**src/rtl/io_uart.sv**
```systemverilog
`timescale 1ns/1ps
// io_uart: 8N1 UART with valid/ready CPU FIFOs on both the RX and TX paths.
// io_err flags are sticky: [2] false start, [1] framing error, [0] RX overrun.

module io_uart_fifo #(
    parameter int DEPTH = 16
) (
    input  logic       clk,
    input  logic       rst,
    input  logic       push_i,
    input  logic       pop_i,
    input  logic [7:0] wdata_i,
    output logic [7:0] rdata_o,
    output logic       empty_o,
    output logic       full_o
);
    localparam int AW = $clog2(DEPTH);
    localparam logic [AW:0] FULL_CNT = DEPTH[AW:0];

    logic [7:0]    mem_q [DEPTH];
    logic [AW-1:0] wr_ptr_q, wr_ptr_d;
    logic [AW-1:0] rd_ptr_q, rd_ptr_d;
    logic [AW:0]   count_q, count_d;

    always_comb begin
        wr_ptr_d = wr_ptr_q;
        rd_ptr_d = rd_ptr_q;
        count_d  = count_q;
        if (push_i) wr_ptr_d = wr_ptr_q + 1'b1;
        if (pop_i)  rd_ptr_d = rd_ptr_q + 1'b1;
        case ({push_i, pop_i})
            2'b10:   count_d = count_q + 1'b1;
            2'b01:   count_d = count_q - 1'b1;
            default: count_d = count_q;
        endcase
    end

    always_ff @(posedge clk or posedge rst) begin
        if (rst) begin
            wr_ptr_q <= '0;
            rd_ptr_q <= '0;
            count_q  <= '0;
        end else begin
            wr_ptr_q <= wr_ptr_d;
            rd_ptr_q <= rd_ptr_d;
            count_q  <= count_d;
        end
    end

    // Storage needs no reset: only entries between the pointers are ever observed.
    always_ff @(posedge clk) begin
        if (push_i) mem_q[wr_ptr_q] <= wdata_i;
    end

    assign rdata_o = mem_q[rd_ptr_q];
    assign empty_o = (count_q == '0);
    assign full_o  = (count_q == FULL_CNT);
endmodule

module io_uart #(
    parameter int CLK_PER_BIT = 868,
    parameter int FIFO_DEPTH  = 16
) (
    input  logic       clk,
    input  logic       rst,
    output logic [7:0] io_in_data,
    output logic       io_in_vld,
    input  logic       io_in_rdy,
    input  logic [7:0] io_out_data,
    input  logic       io_out_vld,
    output logic       io_out_rdy,
    output logic [4:0] io_err,
    input  logic       uart_rxd,
    output logic       uart_txd
);
    localparam logic [15:0] BIT_LAST  = 16'(CLK_PER_BIT - 1);
    localparam logic [15:0] HALF_LAST = 16'(CLK_PER_BIT / 2 - 1);

    typedef enum logic [1:0] {ST_IDLE, ST_START, ST_DATA, ST_STOP} uart_state_t;

    logic        rx_sync1_q, rx_sync2_q, rx_prev_q;
    uart_state_t rx_state_q, rx_state_d;
    logic [15:0] rx_cnt_q, rx_cnt_d;
    logic [2:0]  rx_bit_q, rx_bit_d;
    logic [7:0]  rx_shift_q, rx_shift_d;
    logic        rx_done, rx_false_start, rx_frame_err;
    logic        rx_push, rx_pop, rx_overrun, rx_empty, rx_full;

    uart_state_t tx_state_q, tx_state_d;
    logic [15:0] tx_cnt_q, tx_cnt_d;
    logic [2:0]  tx_bit_q, tx_bit_d;
    logic [7:0]  tx_shift_q, tx_shift_d;
    logic        txd_q, txd_d;
    logic        tx_push, tx_pop, tx_empty, tx_full;
    logic [7:0]  tx_rdata;

    logic        rdy_en_q;
    logic [2:0]  err_q, err_d;

    assign io_in_vld  = ~rx_empty;
    assign rx_pop     = io_in_vld & io_in_rdy;
    assign rx_push    = rx_done & (~rx_full | rx_pop);
    assign rx_overrun = rx_done & rx_full & ~rx_pop;
    // Keeps io_out_rdy low through reset and rising on the first edge after it.
    assign io_out_rdy = rdy_en_q & ~tx_full;
    assign tx_push    = io_out_vld & io_out_rdy;
    assign uart_txd   = txd_q;
    assign io_err     = {2'b00, err_q};

    always_comb begin
        rx_state_d     = rx_state_q;
        rx_cnt_d       = rx_cnt_q + 16'd1;
        rx_bit_d       = rx_bit_q;
        rx_shift_d     = rx_shift_q;
        rx_done        = 1'b0;
        rx_false_start = 1'b0;
        rx_frame_err   = 1'b0;
        case (rx_state_q)
            ST_IDLE: begin
                rx_cnt_d = '0;
                if (rx_prev_q && !rx_sync2_q) rx_state_d = ST_START;
            end
            ST_START: begin
                if (rx_cnt_q == HALF_LAST) begin
                    rx_cnt_d = '0;
                    rx_bit_d = '0;
                    if (rx_sync2_q) begin
                        rx_false_start = 1'b1;
                        rx_state_d     = ST_IDLE;
                    end else begin
                        rx_state_d = ST_DATA;
                    end
                end
            end
            ST_DATA: begin
                if (rx_cnt_q == BIT_LAST) begin
                    rx_cnt_d   = '0;
                    rx_shift_d = {rx_sync2_q, rx_shift_q[7:1]};
                    rx_bit_d   = rx_bit_q + 3'd1;
                    if (rx_bit_q == 3'd7) rx_state_d = ST_STOP;
                end
            end
            ST_STOP: begin
                if (rx_cnt_q == BIT_LAST) begin
                    rx_cnt_d   = '0;
                    rx_state_d = ST_IDLE;
                    if (rx_sync2_q) rx_done      = 1'b1;
                    else            rx_frame_err = 1'b1;
                end
            end
        endcase
    end

    always_comb begin
        tx_state_d = tx_state_q;
        tx_cnt_d   = tx_cnt_q + 16'd1;
        tx_bit_d   = tx_bit_q;
        tx_shift_d = tx_shift_q;
        txd_d      = txd_q;
        tx_pop     = 1'b0;
        case (tx_state_q)
            ST_IDLE: begin
                tx_cnt_d = '0;
                txd_d    = 1'b1;
                if (!tx_empty) begin
                    tx_pop     = 1'b1;
                    tx_shift_d = tx_rdata;
                    txd_d      = 1'b0;
                    tx_state_d = ST_START;
                end
            end
            ST_START: begin
                if (tx_cnt_q == BIT_LAST) begin
                    tx_cnt_d   = '0;
                    tx_bit_d   = '0;
                    txd_d      = tx_shift_q[0];
                    tx_state_d = ST_DATA;
                end
            end
            ST_DATA: begin
                if (tx_cnt_q == BIT_LAST) begin
                    tx_cnt_d = '0;
                    if (tx_bit_q == 3'd7) begin
                        txd_d      = 1'b1;
                        tx_state_d = ST_STOP;
                    end else begin
                        tx_bit_d   = tx_bit_q + 3'd1;
                        tx_shift_d = {1'b0, tx_shift_q[7:1]};
                        txd_d      = tx_shift_q[1];
                    end
                end
            end
            ST_STOP: begin
                if (tx_cnt_q == BIT_LAST) begin
                    tx_cnt_d   = '0;
                    tx_state_d = ST_IDLE;
                end
            end
        endcase
    end

    always_comb begin
        err_d = err_q | {rx_false_start, rx_frame_err, rx_overrun};
    end

    always_ff @(posedge clk or posedge rst) begin
        if (rst) begin
            rx_sync1_q <= 1'b1;
            rx_sync2_q <= 1'b1;
            rx_prev_q  <= 1'b1;
            rx_state_q <= ST_IDLE;
            rx_cnt_q   <= '0;
            rx_bit_q   <= '0;
            rx_shift_q <= '0;
            tx_state_q <= ST_IDLE;
            tx_cnt_q   <= '0;
            tx_bit_q   <= '0;
            tx_shift_q <= '0;
            txd_q      <= 1'b1;
            rdy_en_q   <= 1'b0;
            err_q      <= '0;
        end else begin
            rx_sync1_q <= uart_rxd;
            rx_sync2_q <= rx_sync1_q;
            rx_prev_q  <= rx_sync2_q;
            rx_state_q <= rx_state_d;
            rx_cnt_q   <= rx_cnt_d;
            rx_bit_q   <= rx_bit_d;
            rx_shift_q <= rx_shift_d;
            tx_state_q <= tx_state_d;
            tx_cnt_q   <= tx_cnt_d;
            tx_bit_q   <= tx_bit_d;
            tx_shift_q <= tx_shift_d;
            txd_q      <= txd_d;
            rdy_en_q   <= 1'b1;
            err_q      <= err_d;
        end
    end

    io_uart_fifo #(.DEPTH(FIFO_DEPTH)) u_rx_fifo (
        .clk     (clk),
        .rst     (rst),
        .push_i  (rx_push),
        .pop_i   (rx_pop),
        .wdata_i (rx_shift_q),
        .rdata_o (io_in_data),
        .empty_o (rx_empty),
        .full_o  (rx_full)
    );

    io_uart_fifo #(.DEPTH(FIFO_DEPTH)) u_tx_fifo (
        .clk     (clk),
        .rst     (rst),
        .push_i  (tx_push),
        .pop_i   (tx_pop),
        .wdata_i (io_out_data),
        .rdata_o (tx_rdata),
        .empty_o (tx_empty),
        .full_o  (tx_full)
    );
endmodule

```
**config.mk**
```make
export PLATFORM = sky130hd
export DESIGN_NAME = io_uart
export DESIGN_NICKNAME = d
export VERILOG_FILES = /design/src/rtl/io_uart.sv
export SDC_FILE = /design/constraint.sdc
export NUM_CORES = 1
export LEC_CHECK = 0
export CORE_UTILIZATION = 35
export DETAILED_ROUTE_END_ITERATION = 10
export PLACE_DENSITY_LB_ADDON = 0.25
export SKIP_CTS_REPAIR_TIMING = 1
export SLEW_MARGIN = 20
export SYNTH_ARGS = -nofsm -noshare
export SYNTH_HDL_FRONTEND = slang
export SYNTH_HIERARCHICAL = 1
export SYNTH_SLANG_ARGS = --single-unit
```
**constraint.sdc**
```tcl
create_clock -name clk -period 3.55 [get_ports clk]
set_input_delay 0.355 -clock clk [delete_from_list [all_inputs] [get_ports clk]]
set_output_delay 0.355 -clock clk [all_outputs]
set_load 0.01 [all_outputs]
```
# ---- Word level (Yosys, flattened, before mapping)
# Memories as Yosys holds them, arrays and structs flattened.
# Index checks and enable logic that the tools add are counted.
dict set report totals {
  reg_bits 92
  mem_bits_rw 256
  mem_count 2
}
dict set report op_classes {
  n_addsub 12
  n_eq_ne 28
  muxes 50
  bitwise 12
  reduce_logical 21
}
# name depth width rd rd_ports_with_merged_regs write_ports line
set mem_list {}
lappend mem_list {u_rx_fifo.mem_q 16 8 1 0 1 20} ;# logic [7:0] mem_q [DEPTH];
lappend mem_list {u_tx_fifo.mem_q 16 8 1 0 1 20}
# cell count
set op_table {}
lappend op_table {{$mux 16} 3}
lappend op_table {{$pmux 16 s3} 1}
lappend op_table {{$add 16x1->16 const B} 2}
lappend op_table {{$eq 16x10->1 const B} 2}
lappend op_table {{$pmux 16 s2} 1}
lappend op_table {{$mux 8} 3}
lappend op_table {{$mux 2} 11}
lappend op_table {{$ne 2x2->1 const B} 11}
lappend op_table {{$pmux 5 s2} 2}
lappend op_table {{$mux 1} 18}
lappend op_table {{$add 4x1->4 const B} 4}
lappend op_table {{$eq 16x9->1 const B} 1}
lappend op_table {{$pmux 2 s4} 2}
lappend op_table {{$pmux 8 s2} 1}
lappend op_table {{$mux 3} 5}
lappend op_table {{$eq 2x2->1 const B} 6}
lappend op_table {{$pmux 3 s2} 2}
lappend op_table {{$add 5x1->5 const B} 2}
lappend op_table {{$eq 5x5->1 const B} 2}
lappend op_table {{$logic_not 5->1} 2}
lappend op_table {{$reduce_and 5->1} 2}
lappend op_table {{$reduce_bool 2->1} 5}
lappend op_table {{$sub 5x1->5 const B} 2}
lappend op_table {{$eq 2x1->1 const B} 4}
lappend op_table {{16 further kinds} 29}

# ---- Depth between registers and ports, before layout
# Gate-level depths: netlist of the first run.
dict set report depth {
  depth_word 7
  depth_mapped 17
}

# ---- Cells and area by module
# Netlist of the first run, hierarchy kept.
# module instances cells_each area_per_inst_um2 seq_area_each_um2
set modules_own_cells {}
lappend modules_own_cells {{io_uart_fifo at u_rx_fifo} 1 298 5800.6 4169.0}
lappend modules_own_cells {{io_uart_fifo at u_tx_fifo} 1 293 5791.8 4169.0}
lappend modules_own_cells {io_uart 1 324 3326.9 1656.6}

# ---- Worst setup path before layout of the first run
# No wires, ideal clock.
dict set report synth_path {
  path_type {reg-to-reg}
  from {register rx_cnt_q[12]}
  to {register u_rx_fifo.count_q[4]}
  setup_time_ns 0.123
  t_arrival_ns 3.341
  path_slack_ns 0.086
  path_stages_with_launch 15
  n_path_buf 2
  cell_sequence {dfrtp_1 > or4_1 > nor4_1 > and2_1 > and3_1 > clkbuf_1 > inv_1 > ha_1 > buf_2 > xor2_1 > ha_1 > or4_1 > o22ai_1 > a31oi_1 > xnor2_1}
}
dict set report synth_between {
  elab_chain_cells 6
  elab_cells_between_ends 8
  classes_between {eq/ne (3); mux (3); bitwise (1); reduce/logical (1)}
}
# item line
set synth_rtl {}
lappend synth_rtl {{start, declared} 83} ;# logic [15:0] rx_cnt_q, rx_cnt_d;
lappend synth_rtl {{start signal, assigned} 227} ;# rx_cnt_q <= rx_cnt_d;
lappend synth_rtl {{$eq 16x10->1 *} 144} ;# if (rx_cnt_q == BIT_LAST) begin
lappend synth_rtl {{$mux 1 *} 144}
lappend synth_rtl {{$mux 1 *} 118} ;# case (rx_state_q)
lappend synth_rtl {{$and 1x1->1 *} 102} ;# assign rx_push = rx_done & (~rx_full | rx_pop);
lappend synth_rtl {{net rx_push} 87} ;# logic rx_push, rx_pop, rx_overrun, rx_empty, rx_full;
lappend synth_rtl {{$eq 2x1->1 / $eq 2x2->1 (equally long branches)} 31} ;# case ({push_i, pop_i})
lappend synth_rtl {{$pmux 5 s2 / $reduce_bool 2->1 (equally long branches)} -}
lappend synth_rtl {{end signal, assigned} 46} ;# count_q <= count_d;
lappend synth_rtl {{end, declared} 23} ;# logic [AW:0] count_q, count_d;
# Mark *: on every way through the listed nets, which the timed path passes. The rest lies on a longest branch.
# A chain may end at the register's enable or synchronous reset.

# ---- Final worst setup path of the first run
dict set report layout_path {
  from {register u_rx_fifo.rd_ptr_q[0]}
  to {output port io_in_data[1]}
}
dict set report layout_between {
  elab_chain_cells 1
}
# item line
set layout_rtl {}
lappend layout_rtl {{start, declared} 22} ;# logic [AW-1:0] rd_ptr_q, rd_ptr_d;
lappend layout_rtl {{start signal, assigned} 45} ;# rd_ptr_q <= rd_ptr_d;
lappend layout_rtl {{$mem_v2 16x8} -}
lappend layout_rtl {{end, declared} 66} ;# output logic [7:0] io_in_data,
# Every way passes these cells.

==> results of run 1 <==
-- stage by stage --
stage	util	total power, mW
final	0.4027	10.82
after global routing	0.4027	11.37
after CTS	0.4027	10.99
after detailed placement	0.3728	6.990
after global placement	0.3728	6.954
after floorplan	-	6.525
-- path summary, 6_finish.rpt --
| kind | endpoint | from | cells past startpoint | slack, ns |
|---|---|---|---|---|
| setup / recovery | io_in_data[1] | u_rx_fifo/rd_ptr_q[0] | 5 | 0.16 |
| hold / removal | rx_sync1_q | uart_rxd | 1 | 0.23 |
| setup reg to reg | u_rx_fifo/count_q[4] | rx_cnt_q[13] | 12 | 0.22 |
| hold reg to reg | rx_sync2_q | rx_sync1_q | 0 | 0.36 |
| max in group asynchronous | rx_sync2_q | rst | 3 | 2.37 |
| min in group asynchronous | u_rx_fifo/wr_ptr_q[3] | rst | 2 | 0.41 |
-- cell usage after synthesis, types with 5 or more instances --
cell type / n / area, um^2
nor2_1: 50 / 187.7
o211ai_1: 5 / 37.54
clkbuf_1: 18 / 67.56
dfrtp_1: 88 / 2202
inv_1: 22 / 82.58
nor3b_1: 5 / 37.54
nand3_1: 24 / 120.1
nand2_1: 46 / 172.7
buf_2: 7 / 35.03
xnor2_1: 34 / 297.8
mux2_2: 14 / 157.7
mux4_1: 27 / 709.4
and2_1: 38 / 237.7
xor2_1: 16 / 140.1
nor2b_1: 8 / 50.05
a21oi_1: 11 / 55.05
clkdlybuf4s25_2: 6 / 60.06
o221a_2: 7 / 78.83
nand4_1: 14 / 87.58
o21ai_0: 9 / 45.04
nor3_1: 9 / 45.04
nor4_1: 14 / 87.58
nand2b_1: 15 / 93.84
ha_1: 29 / 362.9
a22oi_1: 32 / 240.2
mux4_2: 37 / 833.3
edfxtp_1: 256 / 7687
buf_6: 7 / 78.83
-- flip-flops by register name, indices dropped and copies added (netlist names), 2 cells and up, named ones only --
| name | cells |
|---|---|
| u_rx_fifo/wr_ptr_q | 4 |
| u_tx_fifo/count_q | 5 |
| err_q | 3 |
| tx_bit_q | 3 |
| tx_cnt_q | 16 |
| u_tx_fifo/mem_q | 128 |
| u_tx_fifo/wr_ptr_q | 4 |
| rx_cnt_q | 16 |
| u_rx_fifo/rd_ptr_q | 4 |
| u_rx_fifo/mem_q | 128 |
| rx_shift_q | 8 |
| tx_state_q | 2 |
| u_tx_fifo/rd_ptr_q | 4 |
| rx_bit_q | 3 |
| tx_shift_q | 8 |
| u_rx_fifo/count_q | 5 |
-- layout make-up --
| class | instances | share of cell area |
|---|---|---|
| Timing Repair Buffer | 40 | 0.02306 |
| Inverter | 22 | 0.004877 |
| Clock inverter | 22 | 0.01212 |
| Clock buffer | 48 | 0.06215 |
| Sequential cell | 348 | 0.5905 |
| Multi-Input combinational cell | 501 | 0.2675 |
| Tap cell | 539 | 0.03983 |
-- power by group through the flow --
stage	Combinational, mW	Clock, mW	Sequential (mW)
4_1_cts	1.96	4.07	4.96
6_report	1.91	3.95	4.96
3_3_place_gp	1.92	0	5.03
2_1_floorplan	1.64	0	4.88
5_1_grt	2.14	4.22	5.00
3_5_place_dp	1.95	0	5.04
-- metal layers --
layer,track usage,part of all wire,vias up
met5,0,0,-
li1,-,-,3617
met4,0.04879,0.024,0
met1,0.1773,0.45,3905
met2,0.2280,0.50,103
met3,0.02309,0.032,56
-- kinds of logic after synthesis --
family          count (synthesis)  share of synthesized area
compound gates                 86                    0.04193
xor+xnor                       50                    0.02935
fa+ha+maj                      29                    0.02432
buf+inv                        67                    0.02675
flops                         348                     0.6699
mux                            81                     0.1160
other cells                     2                  0.0005034
simple gates                  252                    0.09125
==> results_dict.tcl, run 1 <==
set metrics [dict create \
    die-area_mm2 0.04346 \
    peakVddDrop_mv 0.3811 \
    finalHoldViolations 0 \
    cp.arrival_ns 3.03 \
    vias_per_cell 5.053 \
    yosys_most_used_dff "edfxtp_1" \
    drc 0 \
    cp_slowest_stage_delay_ns 0.72 \
    coreArea_mm2 0.04204 \
    required_ns 3.19 \
    critPathTopFamily "buffers and inverters" \
    fin_cells 1520 \
    cts_buffer_depth 3 \
    placed_cells 1450 \
    fillCellCount 3814 \
    rsz0062_at_grt "no" \
    status "finished, final reports clean" \
    clkLatencyLatePin_ns 0.56 \
    cts_sinks 348 \
    worst_pin_slew_ns 0.7576 \
    ant_nets 0 \
    seqCellArea_mm2 0.009997 \
    synth_seq_area_share 0.6699 \
    dp_hpwl_mm 18.48 \
    routed_wl_mm 28.53 \
    io_buffers 26 \
    n_antenna_cell 0 \
    grt_overflow 0 \
    grt_pass1_wl_mm 45.54 \
    path_cells "buf_4, mux4_2, a22oi_1, nand2_1, clkdlybuf4s50_1" \
    finalSetupViolCount 0 \
    cap_violations 0 \
    worstSetupStartpointType "flop" \
    final.setup_skew_ns 0.02037 \
    crit_type "reg -> out" \
    dieWidth_um 208.5 \
    swShare 0.2659 \
    grt_antenna_before_repair 0 \
    ys_warn_count 6 \
    cts.htree.levels 2 \
    power.switching_mw 2.877 \
    relSlewSlack 0.4949 \
    dr_total_vias 7681 \
    async_flop_share 0.2644 \
    fin_crit_ns 3.388 \
    worst_slack_ns 0.1622 \
    final.period_utilization 0.9543 \
    fin_nets 994 \
    final_common_cell "edfxtp_1" \
    dieHeight_um 208.5 \
    endpoint_kind "output port" \
    final_layout_size_suffix_gt1_frac 0.1407 \
    syn_inst 915 \
    pwr-share-seq 0.458 \
    grt_max_degree 37 \
    placed_area_mm2 0.01567 \
    grt_pass1_vias 7876 \
    drtIter0Drc 355 \
    synth_area_per_cell_um2 16.31 \
    dp_slack_ns 0.2487 \
    slew_violations 0 \
    worst_hold_slack_ns 0.2280 \
    design_area_mm2 0.01693 \
    multi_input_area_mm2 0.004529 \
    cts_tree "yes" \
    mostFrequentLayoutCells "edfxtp_1 (256), dfrtp_1 (86), nor2_1 (50), nand2_1 (46), clkbuf_16 (41)" \
    start_util 0.3549 \
    power_frac_comb 0.177 \
    wl_per_cell_um 18.77 \
    p_int_mw 7.941 \
    synth.distinct_cells 60 \
    pin_count 29 \
    power_density_mw_per_mm2 639.0 \
    clock-root-buffer "clkbuf_16" \
    leakage_nw 6.461 \
    critPathBufInv 2 \
    clockPowerShare 0.365 \
    clk_pin_slew_ns 0.06 \
    grtUsageTotal 0.1359 \
    holdCritPathClass "in -> reg" \
    row_count 75 \
    synth.ff_latch_count 348 \
    area_growth_pct 13.49 \
    fin_setup_tns_ns 0 \
    synth_area_mm2 0.01492 \
    synth-edff-count 256 \
    numCtsBuffers 39 \
    clock.fmax_mhz 295.2 \
    slowest_stage "dfrtp_2" \
    cp_max_fo 18 \
    gp_congestion 0.7317 \
    drtPass1Iterations 4 \
]
Power figures use the tool's default switching activity.
==> run 2, diff against run 1 <==
Settings changed: PLACE_DENSITY_LB_ADDON 0.25 to 0.1, SLEW_MARGIN 20 to 10.
==> run 2 against run 1 <==
Combinational power increased by 5%; utilization decreased by 0.074 points; sequential power decreased by 0.8%; worst setup slack improved by 0.068 ns; design area decreased by 0.18%.
==> results_dict.tcl, run 2 (same netlist as run 1, synthesis figures left out) <==
set metrics [dict create \
    status "finished, final reports clean" \
    power_density_mw_per_mm2 636.1 \
    wl_met2_mm 15.09 \
    r2r_slack_ns 0.23 \
    cts_sinks 348 \
    worstSetupStartpoint "rx_cnt_q[13]" \
    final.period_utilization 0.9352 \
    grt_max_degree 38 \
    routed_wl_mm 31.45 \
    cts.htree.levels 2 \
    multi_input_area_mm2 0.004544 \
    fin_cells 1522 \
    fillCellCount 3856 \
    cap_violations 0 \
    worst_slack_ns 0.2302 \
    mostFrequentLayoutCells "edfxtp_1 (256), dfrtp_1 (86), nor2_1 (50), nand2_1 (46), clkbuf_16 (41)" \
    leakage_nw 6.433 \
    hold_depth 1 \
    clock.fmax_mhz 301.2 \
    grt_overflow 0 \
    cp_max_fo 5 \
    placed_area_mm2 0.01568 \
    numCtsBuffers 41 \
    wl_met3_mm 1.079 \
    placed_cells 1451 \
    drtPass1Iterations 4 \
    final.setup_skew_ns 0.01848 \
    coreArea_mm2 0.04204 \
    vias_per_cell 5.061 \
    top_layer_used "met4" \
    dr_total_vias 7703 \
    area_growth_pct 13.28 \
    finalHoldViolations 0 \
    hp-start "uart_rxd" \
    wl_met1_mm 14.51 \
    slew_violations 0 \
    pwr-share-seq 0.458 \
    clkLatencyLatePin_ns 0.55 \
    clockPowerShare 0.355 \
    drc 0 \
    dp_hpwl_mm 20.19 \
    fin_setup_tns_ns 0 \
    hold_end "rx_sync1_q" \
    clk_pin_slew_ns 0.06 \
    r2r-end "u_rx_fifo/count_q[4]" \
    fin_crit_ns 3.320 \
    required_ns 3.97 \
    dp_slack_ns 0.1980 \
    reg2regPathDepth 12 \
    path_cells "or4_1, nor4_4, and2_1, and3_1, inv_1, ha_1, xor2_1, ha_1, or4_1, o22ai_1, a31oi_1, xnor2_1" \
    final_common_cell "edfxtp_1" \
    drtIter0Drc 361 \
    crit_type "reg -> reg" \
    peakVddDrop_mv 0.4064 \
    ant_nets 0 \
    endpoint_kind "flop" \
    cts_tree "yes" \
    cp_slowest_stage_delay_ns 0.61 \
    dieWidth_um 208.5 \
    pin_count 29 \
    seqCellArea_mm2 0.009997 \
    reg_top3 "u_rx_fifo/mem_q (128), u_tx_fifo/mem_q (128)" \
    grt_antenna_before_repair 0 \
    n_antenna_cell 0 \
    timing.rr.start "rx_cnt_q[13]" \
    postLayoutCoreUtil 0.4020 \
    final_layout_size_suffix_gt1_frac 0.1384 \
    design_area_mm2 0.01690 \
    grtUsageTotal 0.1497 \
    clock-root-buffer "clkbuf_16" \
    worst_pin_slew_ns 0.7507 \
    gp_congestion 0.7300 \
    rsz0062_at_grt "no" \
    swShare 0.2706 \
    holdCritPathClass "in -> reg" \
    fin_nets 997 \
    finalSetupViolCount 0 \
    wl_per_cell_um 20.66 \
    worstSetupStartpointType "flop" \
    slowest_stage "or4_1" \
    cp.arrival_ns 3.74 \
    die-area_mm2 0.04346 \
    dieHeight_um 208.5 \
    p_int_mw 7.841 \
    io_buffers 26 \
    power.switching_mw 2.908 \
    relSlewSlack 0.4996 \
    grt_pass1_wl_mm 48.75 \
    grt_pass1_vias 7928 \
    power_frac_comb 0.187 \
    start_util 0.3549 \
    row_count 75 \
    cts_buffer_depth 3 \
]
==> run 2: cell count changes in the layout (fill, tap and decap cells not counted), sizes merged <==
| cell | previous run | this run |
|---|---|---|
| clkinv | 16 | 12 |
| bufinv | 3 | 1 |
| clkbuf | 48 | 55 |
| buf | 14 | 15 |
==> run 2: through the flow <==
stage | total power [mW] | hold WS [ns]
2_1_floorplan | 6.525 | 0.2320
3_3_place_gp | 7.066 | 0.3465
3_5_place_dp | 7.065 | 0.3475
4_1_cts | 10.94 | 0.2062
5_1_grt | 11.33 | 0.2155
6_report | 10.75 | 0.2350
==> run 2: how the worst max path moves through the flow <==
stage | endpoint | slack, ns | cells after the start
after global placement | u_rx_fifo/count_q[4] | 0.18 | 12
after CTS | u_rx_fifo/count_q[4] | 0.16 | 12
after floorplan | u_rx_fifo/count_q[4] | 0.09 | 14
final | u_rx_fifo/count_q[4] | 0.23 | 12
after global routing | u_rx_fifo/count_q[4] | 0.01 | 12
after detailed placement | u_rx_fifo/count_q[4] | 0.20 | 12
==> run 2: power groups by stage <==
stage          combinational [mW]  sequential [mW]  clock [mW]
2_1_floorplan                1.64             4.88           0
6_report                     2.01             4.92        3.82
5_1_grt                      2.25             4.98        4.10
3_3_place_gp                 2.05             5.01           0
4_1_cts                      2.06             4.93        3.95
3_5_place_dp                 2.06             5.01           0
==> run 2: metal layers <==
| metal | track usage | vias up |
|---|---|---|
| met2 | 0.2416 | 130 |
| met1 | 0.2041 | 3906 |
| met5 | 0 | - |
| li1 | - | 3612 |
| met4 | 0.05338 | 0 |
| met3 | 0.02460 | 55 |
==> run 2: layout make-up <==
class,count,share of cell area
Clock buffer,55,0.06500
Clock inverter,16,0.006219
Inverter,22,0.004886
Multi-Input combinational cell,501,0.2689
Sequential cell,348,0.5915
Tap cell,539,0.03991
Timing Repair Buffer,41,0.02354
==> run 2: worst max-delay path: cells and delay by family, from the launching register on <==
family | cells | cell delay (ns)
flip-flops | 1 | 0.42
XOR/XNOR | 2 | 0.29
adder cells (fa/ha/maj) | 2 | 0.46
AND/OR/NAND/NOR | 5 | 1.76
buffers and inverters | 1 | 0.08
AO/OA/AOI/OAI | 2 | 0.19
==> run 3, diff against run 2 <==
--- a/config.mk
+++ b/config.mk
@@ -10,3 +10,2 @@
 export PLACE_DENSITY_LB_ADDON = 0.1
-export SKIP_CTS_REPAIR_TIMING = 1
 export SLEW_MARGIN = 10
==> constraint.sdc (replaced) <==
create_clock -name clk -period 3.55 [get_ports clk]
set_input_delay 0.71 -clock clk [delete_from_list [all_inputs] [get_ports clk]]
set_output_delay 0.71 -clock clk [all_outputs]
set_load 0.01 [all_outputs]
==> run 3 against run 2 <==
Worst hold slack better by 0.12 ns; utilization is 0.63 points higher; clock skew is 0.0082 ns higher; design area is 1.6% higher; flip-flop and latch count stayed put; largest cell class unchanged; worst setup slack worse by 0.096 ns; first-iteration DRC count is 8.0% higher; critical path depth is 7 lower; via count is 0.93% higher; critical path type is now reg -> out.
==> results_dict.tcl, run 3 (same netlist as run 1, synthesis figures left out) <==
set metrics [dict create \
    gp_congestion 0.7493 \
    drtPass1Iterations 4 \
    cts_sinks 348 \
    coreArea_mm2 0.04204 \
    rsz0062_at_grt "no" \
    worstSetupStartpointType "flop" \
    reg2regPathDepth 12 \
    grt_pass1_wl_mm 48.85 \
    cp_slowest_stage_delay_ns 0.62 \
    cts_hold_buf 0 \
    hold_depth 0 \
    grt_max_degree 46 \
    grtUsageTotal 0.1494 \
    required_ns 2.84 \
    fin_nets 1003 \
    design_area_mm2 0.01717 \
    crit_type "reg -> out" \
    worst_hold_slack_ns 0.3559 \
    grt_pass1_vias 7957 \
    start_util 0.3549 \
    slew_violations 0 \
    wl_per_cell_um 20.44 \
    worst_slack_ns 0.1346 \
    pin_count 29 \
    fin_cells 1531 \
    dp_slack_ns 0.1752 \
    placed_cells 1457 \
    holdCritPathClass "reg -> reg" \
    fin_crit_ns 3.415 \
    leakage_nw 6.570 \
    fillCellCount 3851 \
    fin_setup_tns_ns 0 \
    path_cells "bufbuf_16, mux4_1, a22oi_1, nand2_1, clkdlybuf4s50_1" \
    drtIter0Drc 390 \
    final.setup_skew_ns 0.02672 \
    cp.arrival_ns 2.71 \
    row_count 75 \
    io_buffers 26 \
    vias_per_cell 5.078 \
    peakVddDrop_mv 0.3886 \
    dieWidth_um 208.5 \
    cap_violations 0 \
    drc 0 \
    reg_top3 "u_rx_fifo/mem_q (128), u_tx_fifo/mem_q (128)" \
    routed_wl_mm 31.29 \
    final.period_utilization 0.9621 \
    dp_hpwl_mm 20.19 \
    cts.htree.levels 2 \
    status "finished, final reports clean" \
    r2r_slack_ns 0.25 \
    grt_antenna_before_repair 0 \
    mostFrequentLayoutCells "edfxtp_1 (256), dfrtp_1 (86), nor2_1 (50), nand2_1 (46), clkbuf_16 (39)" \
    finalSetupViolCount 0 \
    clk_pin_slew_ns 0.06 \
    numCtsBuffers 39 \
    cp_max_fo 13 \
    clkLatencyLatePin_ns 0.56 \
    n_antenna_cell 0 \
    cts_buffer_depth 3 \
    dieHeight_um 208.5 \
    worst_pin_slew_ns 0.7277 \
    clock-root-buffer "clkbuf_16" \
    clock.fmax_mhz 292.8 \
    power_density_mw_per_mm2 650.9 \
    endpoint_kind "output port" \
    area_growth_pct 15.05 \
    slowest_stage "mux4_1" \
    ant_nets 0 \
    grt_overflow 0 \
    final_common_cell "edfxtp_1" \
    cts_tree "yes" \
    final_layout_size_suffix_gt1_frac 0.1552 \
    finalHoldViolations 0 \
    dr_total_vias 7775 \
    relSlewSlack 0.5130 \
    die-area_mm2 0.04346 \
    placed_area_mm2 0.01574 \
]
==> run 3: changes by cell type in the layout (fill, tap and decap cells not counted), moves of 2 or more <==
cell	before	now
a22oi_2	0	3
bufinv_16	1	7
clkbuf_16	41	39
clkinv_1	8	6
a22oi_1	32	29
buf_4	13	18
clkinvlp_4	1	3
clkbuf_1	12	8
==> run 3: repair_timing <==
action                     4_1_cts  5_1_grt
resized for setup                0        7
setup buffers                    1        0
gates cloned                     1        0
setup endpoints to repair        4        5
==> run 3: power by group <==
group          switching (mW)  internal [mW]
Combinational            1.05          0.971
Sequential              0.279           4.64
Clock                    1.65           2.57
==> run 3: worst max-delay path: cells and delay by family (launching register included) <==
kind / cells / cell delay (ns)
AOI/OAI and AO/OA: 1 / 0.21
buffers and inverters: 2 / 0.82
and+or+nand+nor: 1 / 0.07
DFF: 1 / 0.42
muxes: 1 / 0.62
==> run 3: per-layer routing <==
layer / GRT usage / vias up / share of wire
li1: - / 3642 / -
met1: 0.2046 / 3966 / 0.47
met5: 0 / - / 0
met2: 0.2408 / 125 / 0.47
met4: 0.04853 / 0 / 0.018
met3: 0.02642 / 42 / 0.037
==> run 3: layout make-up <==
type / count / area, um^2 / share of cell area
well taps: 539 / 674.4 / 0.03929
multi-input cells: 501 / 4551 / 0.2651
repair buffers: 49 / 505.5 / 0.02945
flip-flops and latches: 348 / 9997 / 0.5824
clock buffers: 48 / 1020 / 0.05941
inverters: 22 / 82.58 / 0.004811
clock inverters: 24 / 335.3 / 0.01953
==> run 3: path summary, 6_finish.rpt <==
path                                       start              endpoint
min reg2reg                           rx_sync1_q            rx_sync2_q
min in group asynchronous                    rst         rx_shift_q[2]
max in group asynchronous                    rst            rx_sync2_q
min                                   rx_sync1_q            rx_sync2_q
max                        u_rx_fifo/rd_ptr_q[0]         io_in_data[1]
max reg2reg                         rx_cnt_q[12]  u_rx_fifo/count_q[4]
==> run 3: through the flow <==
| step | utilization | power [mW] |
|---|---|---|
| floorplan | - | 6.525 |
| finish | 0.4083 | 11.17 |
| global placement | 0.3744 | 7.078 |
| CTS | 0.4076 | 11.36 |
| global route | 0.4083 | 11.73 |
| detailed placement | 0.3744 | 7.076 |
==> patch 1 (config.mk and constraints of run 1) <==
The parameter `FIFO_DEPTH` goes from 16 to 32.
--- a/src/rtl/io_uart.sv
+++ b/src/rtl/io_uart.sv
@@ -59,7 +59,7 @@
 
 module io_uart #(
     parameter int CLK_PER_BIT = 868,
-    parameter int FIFO_DEPTH  = 16
+    parameter int FIFO_DEPTH  = 32
 ) (
     input  logic       clk,
     input  logic       rst,
Behaviour: no difference found for any inputs over 10 cycles, from zero or initial values and one cycle with rst high; that may be too few to reach the edited logic, so the function may still have changed.
==> patch 1 against run 1 <==
Design area rose by 73%. Register-to-register slack improved by 130 ps. Global-route usage rose by 2.0 points. Setup slack got worse by 57 ps. Synthesized area rose by 68%. Total power rose by 72%. Routed wire length rose by 96%. Sequential cell count rose by 262. Critical path type unchanged.
==> patch 1: results (changes against run 1) <==
Max VDD drop=0.000440 V (was 0.000381 V); Iteration-0 DRC Markers=875 (was 355); outcome=completed (unchanged); TritonCTS Sinks=610 (was 348); clock-pin slew on the worst setup and hold paths=60 ps (about the same); TritonCTS Buffers=67 (was 39); clock latency on the worst-skew pair=610 ps (was 560 ps); GR Util met3=2.76% (was 2.31%); Synth top cells by count=edfxtp_1 (512), nor2_1 (109), dfrtp_1 (94), mux4_2 (89), mux2i_1 (66) (was edfxtp_1 (256), dfrtp_1 (88), nor2_1 (50), nand2_1 (46), and2_1 (38)); Worst-Margin Slew=974 ps (was 758 ps); clock root cell=clkbuf_16 (unchanged); met1 Use GR=20.5% (was 17.7%); vias per cell=5.14 (was 5.05); critical path fanouts, max=17 (was 18); Post-synth EDFFs=512 (was 256); leak pwr=10.5 nW (was 6.46 nW); depth of the CTS H-tree=3 (was 2); Post-Place Cell Area=0.0269 sq mm (was 0.0157 sq mm); gr usage total=15.6% (was 13.6%); PnR worst setup slack=105 ps (was 162 ps); worst slack, placed=307 ps (was 249 ps); vias in the first global route=13600 (was 7876); initial antenna violation count=0 (unchanged); top area cells in the synthesized netlist=edfxtp_1 (61%), dfrtp_1 (9.4%), mux4_2 (8.0%) (was edfxtp_1 (52%), dfrtp_1 (15%), mux4_2 (5.6%)); worst path arrival time=3090 ps (was 3030 ps); average routed wire per standard cell=21.7 microns (was 18.8 microns); first-pass GRT wire length=85.9 mm (was 45.5 mm); share of layout cells above drive strength 1=21.8% (was 14.1%); Detailed Place HPWL=35.7 mm (was 18.5 mm); post-synthesis sequential area ratio=71.0% (was 67.0%); slowest stage cell, crit path=mux4_2 (was dfrtp_2); delay-heaviest family, CP=buffers and inverters (unchanged); largest net degree at the start of global routing=38 (was 37); biggest regs=u_rx_fifo/mem_q (256), u_tx_fifo/mem_q (256) (was u_rx_fifo/mem_q (128), u_tx_fifo/mem_q (128)); TritonRoute pass-1 iters=4 (unchanged); Cell variety after synth=64 (was 60); met2 Use GR=26.3% (was 22.8%); worst min-delay path class=primary input to flip-flop (unchanged); Synth warnings=6 (unchanged); Power Internal=13.5 mW (was 7.94 mW); n_diodes=0 (unchanged); max incr delay on CP=600 ps (was 720 ps); gp weighted congestion=0.781 (was 0.732); Nets=1629 (was 994); skew final=32.0 ps (was 20.4 ps); fraction of registers with async set/reset=16.1% (was 26.4%)
==> patch 1: cell count changes after synthesis, moves of 11 or more <==
cell,run 1,this run
mux4_2,37,89
mux2i_1,3,66
nor3_1,9,20
a21oi_1,11,34
clkbuf_1,18,39
and2_1,38,2
nor2_1,50,109
edfxtp_1,256,512
mux4_1,27,6
o221ai_1,0,13
o22ai_1,1,15
a22o_1,1,13
==> patch 1: final timing paths <==
kind	to	from	cells after the start	slack (ps)
setup reg to reg	u_rx_fifo/count_q[4]$_DFFE_PP0P_	rx_cnt_q[12]$_DFF_PP0_	12	350
min in group asynchronous	u_tx_fifo/rd_ptr_q[3]$_DFFE_PP0P_	rst	2	430
max in group asynchronous	rx_sync1_q$_DFF_PP1_	rst	3	2390
hold / removal	rx_sync1_q$_DFF_PP1_	uart_rxd	1	170
setup / recovery	io_in_data[4]	u_rx_fifo/rd_ptr_q[0]$_DFFE_PP0P_	6	110
hold reg to reg	rx_sync2_q$_DFF_PP1_	rx_sync1_q$_DFF_PP1_	0	350
==> patch 1: stage by stage <==
step,utilization (%),total power [mW],std cells
2_1_floorplan,-,11.0,1459
3_3_place_gp,38.2,11.9,2452
3_5_place_dp,38.2,12.0,2452
4_1_cts,41.3,18.8,2575
5_1_grt,41.5,19.4,2583
6_report,41.5,18.6,2583
==> patch 1: cells by family after synthesis <==
kind of cell | synth area share (%)
AND/OR/NAND/NOR | 6.34
buffers and inverters | 2.25
AO/OA/AOI/OAI | 5.13
other | 0.0299
XOR/XNOR | 1.99
multiplexers | 11.9
flip-flops | 71.0
adder cells (fa/ha/maj) | 1.35
==> patch 1: power by group through the flow <==
stage / sequential [mW] / clock (mW) / combinational [mW]
after floorplan: 8.35 / 0 / 2.61
after global placement: 8.68 / 0 / 3.24
after detailed placement: 8.69 / 0 / 3.28
after CTS: 8.54 / 6.99 / 3.28
after global routing: 8.59 / 7.28 / 3.54
final: 8.54 / 6.84 / 3.22
==> patch 1: routing by layer <==
layer | part of all wire [%] | vias to the layer above | wire length (microns)
li1 | - | 6029 | -
met1 | 43 | 6869 | 24200
met2 | 50 | 283 | 28200
met3 | 4.4 | 84 | 2450
met4 | 2.1 | 0 | 1170
met5 | 0 | - | 0
==> patch 1: final cells by class <==
type | instances | area (sq um)
Clock buffer | 83 | 1820
Clock inverter | 40 | 380
Fill cell | 6201 | 41200
Inverter | 27 | 101
Multi-Input combinational cell | 742 | 6760
Sequential cell | 610 | 17900
Tap cell | 940 | 1180
Timing Repair Buffer | 141 | 1200
==> patch 2 (config.mk and constraints of run 1) <==
Made on the original files. Encoding of `uart_state_t`: now one-hot (4 bits for 4 states).
--- a/src/rtl/io_uart.sv
+++ b/src/rtl/io_uart.sv
@@ -76,7 +76,7 @@
     localparam logic [15:0] BIT_LAST  = 16'(CLK_PER_BIT - 1);
     localparam logic [15:0] HALF_LAST = 16'(CLK_PER_BIT / 2 - 1);
 
-    typedef enum logic [1:0] {ST_IDLE, ST_START, ST_DATA, ST_STOP} uart_state_t;
+    typedef enum logic [3:0] {ST_IDLE = 4'b0001, ST_START = 4'b0010, ST_DATA = 4'b0100, ST_STOP = 4'b1000} uart_state_t;
 
     logic        rx_sync1_q, rx_sync2_q, rx_prev_q;
     uart_state_t rx_state_q, rx_state_d;
Function: no difference found for any inputs over 10 cycles, from zero or initial values and one cycle with rst high; not proved beyond that.
==> patch 2 against run 1 <==
Core utilization grew 0.26 points. Routed wire length shrank 0.30%. Synthesized area grew 0.98%. Clock power grew 4%. Design area grew 1.1%. Via count shrank 0.47%. Total power shrank 8.9%. Clock skew shrank 8.7 ps. Final cell count is essentially flat. Sequential cell count grew 4. Setup slack gained 43 ps.
==> patch 2: results (changes against run 1) <==
first-pass GRT wire length=45.5 mm (about the same); Iteration-0 DRC Markers=380 (was 355); max incr delay on CP=750 ps (was 720 ps); skew final=11.7 ps (was 20.4 ps); vias in the first global route=7927 (was 7876); Worst-Margin Slew=768 ps (was 758 ps); final wirelength=28.4 mm (was 28.5 mm); vias per cell=5.03 (was 5.05); Max VDD drop=0.000390 V (was 0.000381 V); Detailed Place HPWL=18.2 mm (was 18.5 mm); Clk. pwr=4.10 mW (was 3.95 mW); critical path fanouts, max=19 (was 18); largest net degree at the start of global routing=46 (was 37); TritonRoute pass-1 iters=6 (was 4); met1 Use GR=18.2% (was 17.7%); share of layout cells above drive strength 1=15.0% (was 14.1%); outcome=completed (unchanged); top area cells in the synthesized netlist=edfxtp_1 (51%), dfrtp_1 (15%), mux4_2 (5.5%) (was edfxtp_1 (52%), dfrtp_1 (15%), mux4_2 (5.6%)); fraction of registers with async set/reset=27.3% (was 26.4%); worst path arrival time=2990 ps (was 3030 ps); met2 Use GR=22.1% (was 22.8%); Cell variety after synth=69 (was 60); fillers=3872 (was 3814); Nets=989 (was 994); GR Util met3=2.36% (was 2.31%); Sw Ratio=23.1% (was 26.6%); clock latency on the worst-skew pair=530 ps (was 560 ps); vias=7645 (was 7681)
-- patch 2: final cells by class --
type	instances	area, sq um	area share, %
sequential	352	10100	59.0
timing repair buffer	38	375	2.19
multi-input combinational	504	4580	26.7
tap	539	674	3.94
inverter	17	63.8	0.373
clock buffer	55	1160	6.78
clock inverter	14	165	0.965
-- patch 2: logic make-up (layout without fill, tap and decap cells) --
| kind of cell | after synthesis | after routing | share of synthesized area (%) |
|---|---|---|---|
| compound gates | 103 | 103 | 4.89 |
| xor+xnor | 51 | 51 | 2.96 |
| fa+ha+maj | 25 | 25 | 2.08 |
| buf+inv | 62 | 124 | 2.62 |
| flops | 352 | 352 | 67.0 |
| mux | 82 | 82 | 11.5 |
| other cells | 2 | 3 | 0.0498 |
| simple gates | 240 | 240 | 8.83 |
-- patch 2: final timing paths --
check / depth (start not counted) / startpoint / end
max in group asynchronous: 3 / rst / rx_prev_q$_DFF_PP1_
hold reg to reg: 0 / rx_sync1_q$_DFF_PP1_ / rx_sync2_q$_DFF_PP1_
setup / recovery: 5 / u_rx_fifo/rd_ptr_q[0]$_DFFE_PP0P_ / io_in_data[0]
setup reg to reg: 13 / rx_cnt_q[0]$_DFF_PP0_ / u_rx_fifo/count_q[4]$_DFFE_PP0P_
min in group asynchronous: 2 / rst / u_tx_fifo/count_q[1]$_DFFE_PP0P_
hold / removal: 1 / uart_rxd / rx_sync1_q$_DFF_PP1_
-- patch 2: metrics by stage --
stage	total power [mW]	instance area [sq um]
after floorplan	5.62	15100
after global placement	5.86	15800
after detailed placement	5.87	15800
after CTS	10.0	17100
after global routing	10.3	17100
final	9.85	17100
-- patch 2: routing by layer --
layer	routed length, microns	up-vias	part of all wire [%]
met4	601	0	2.1
met1	13100	3886	46
met3	1060	46	3.7
met2	13600	105	48
met5	0	-	0
li1	-	3608	-
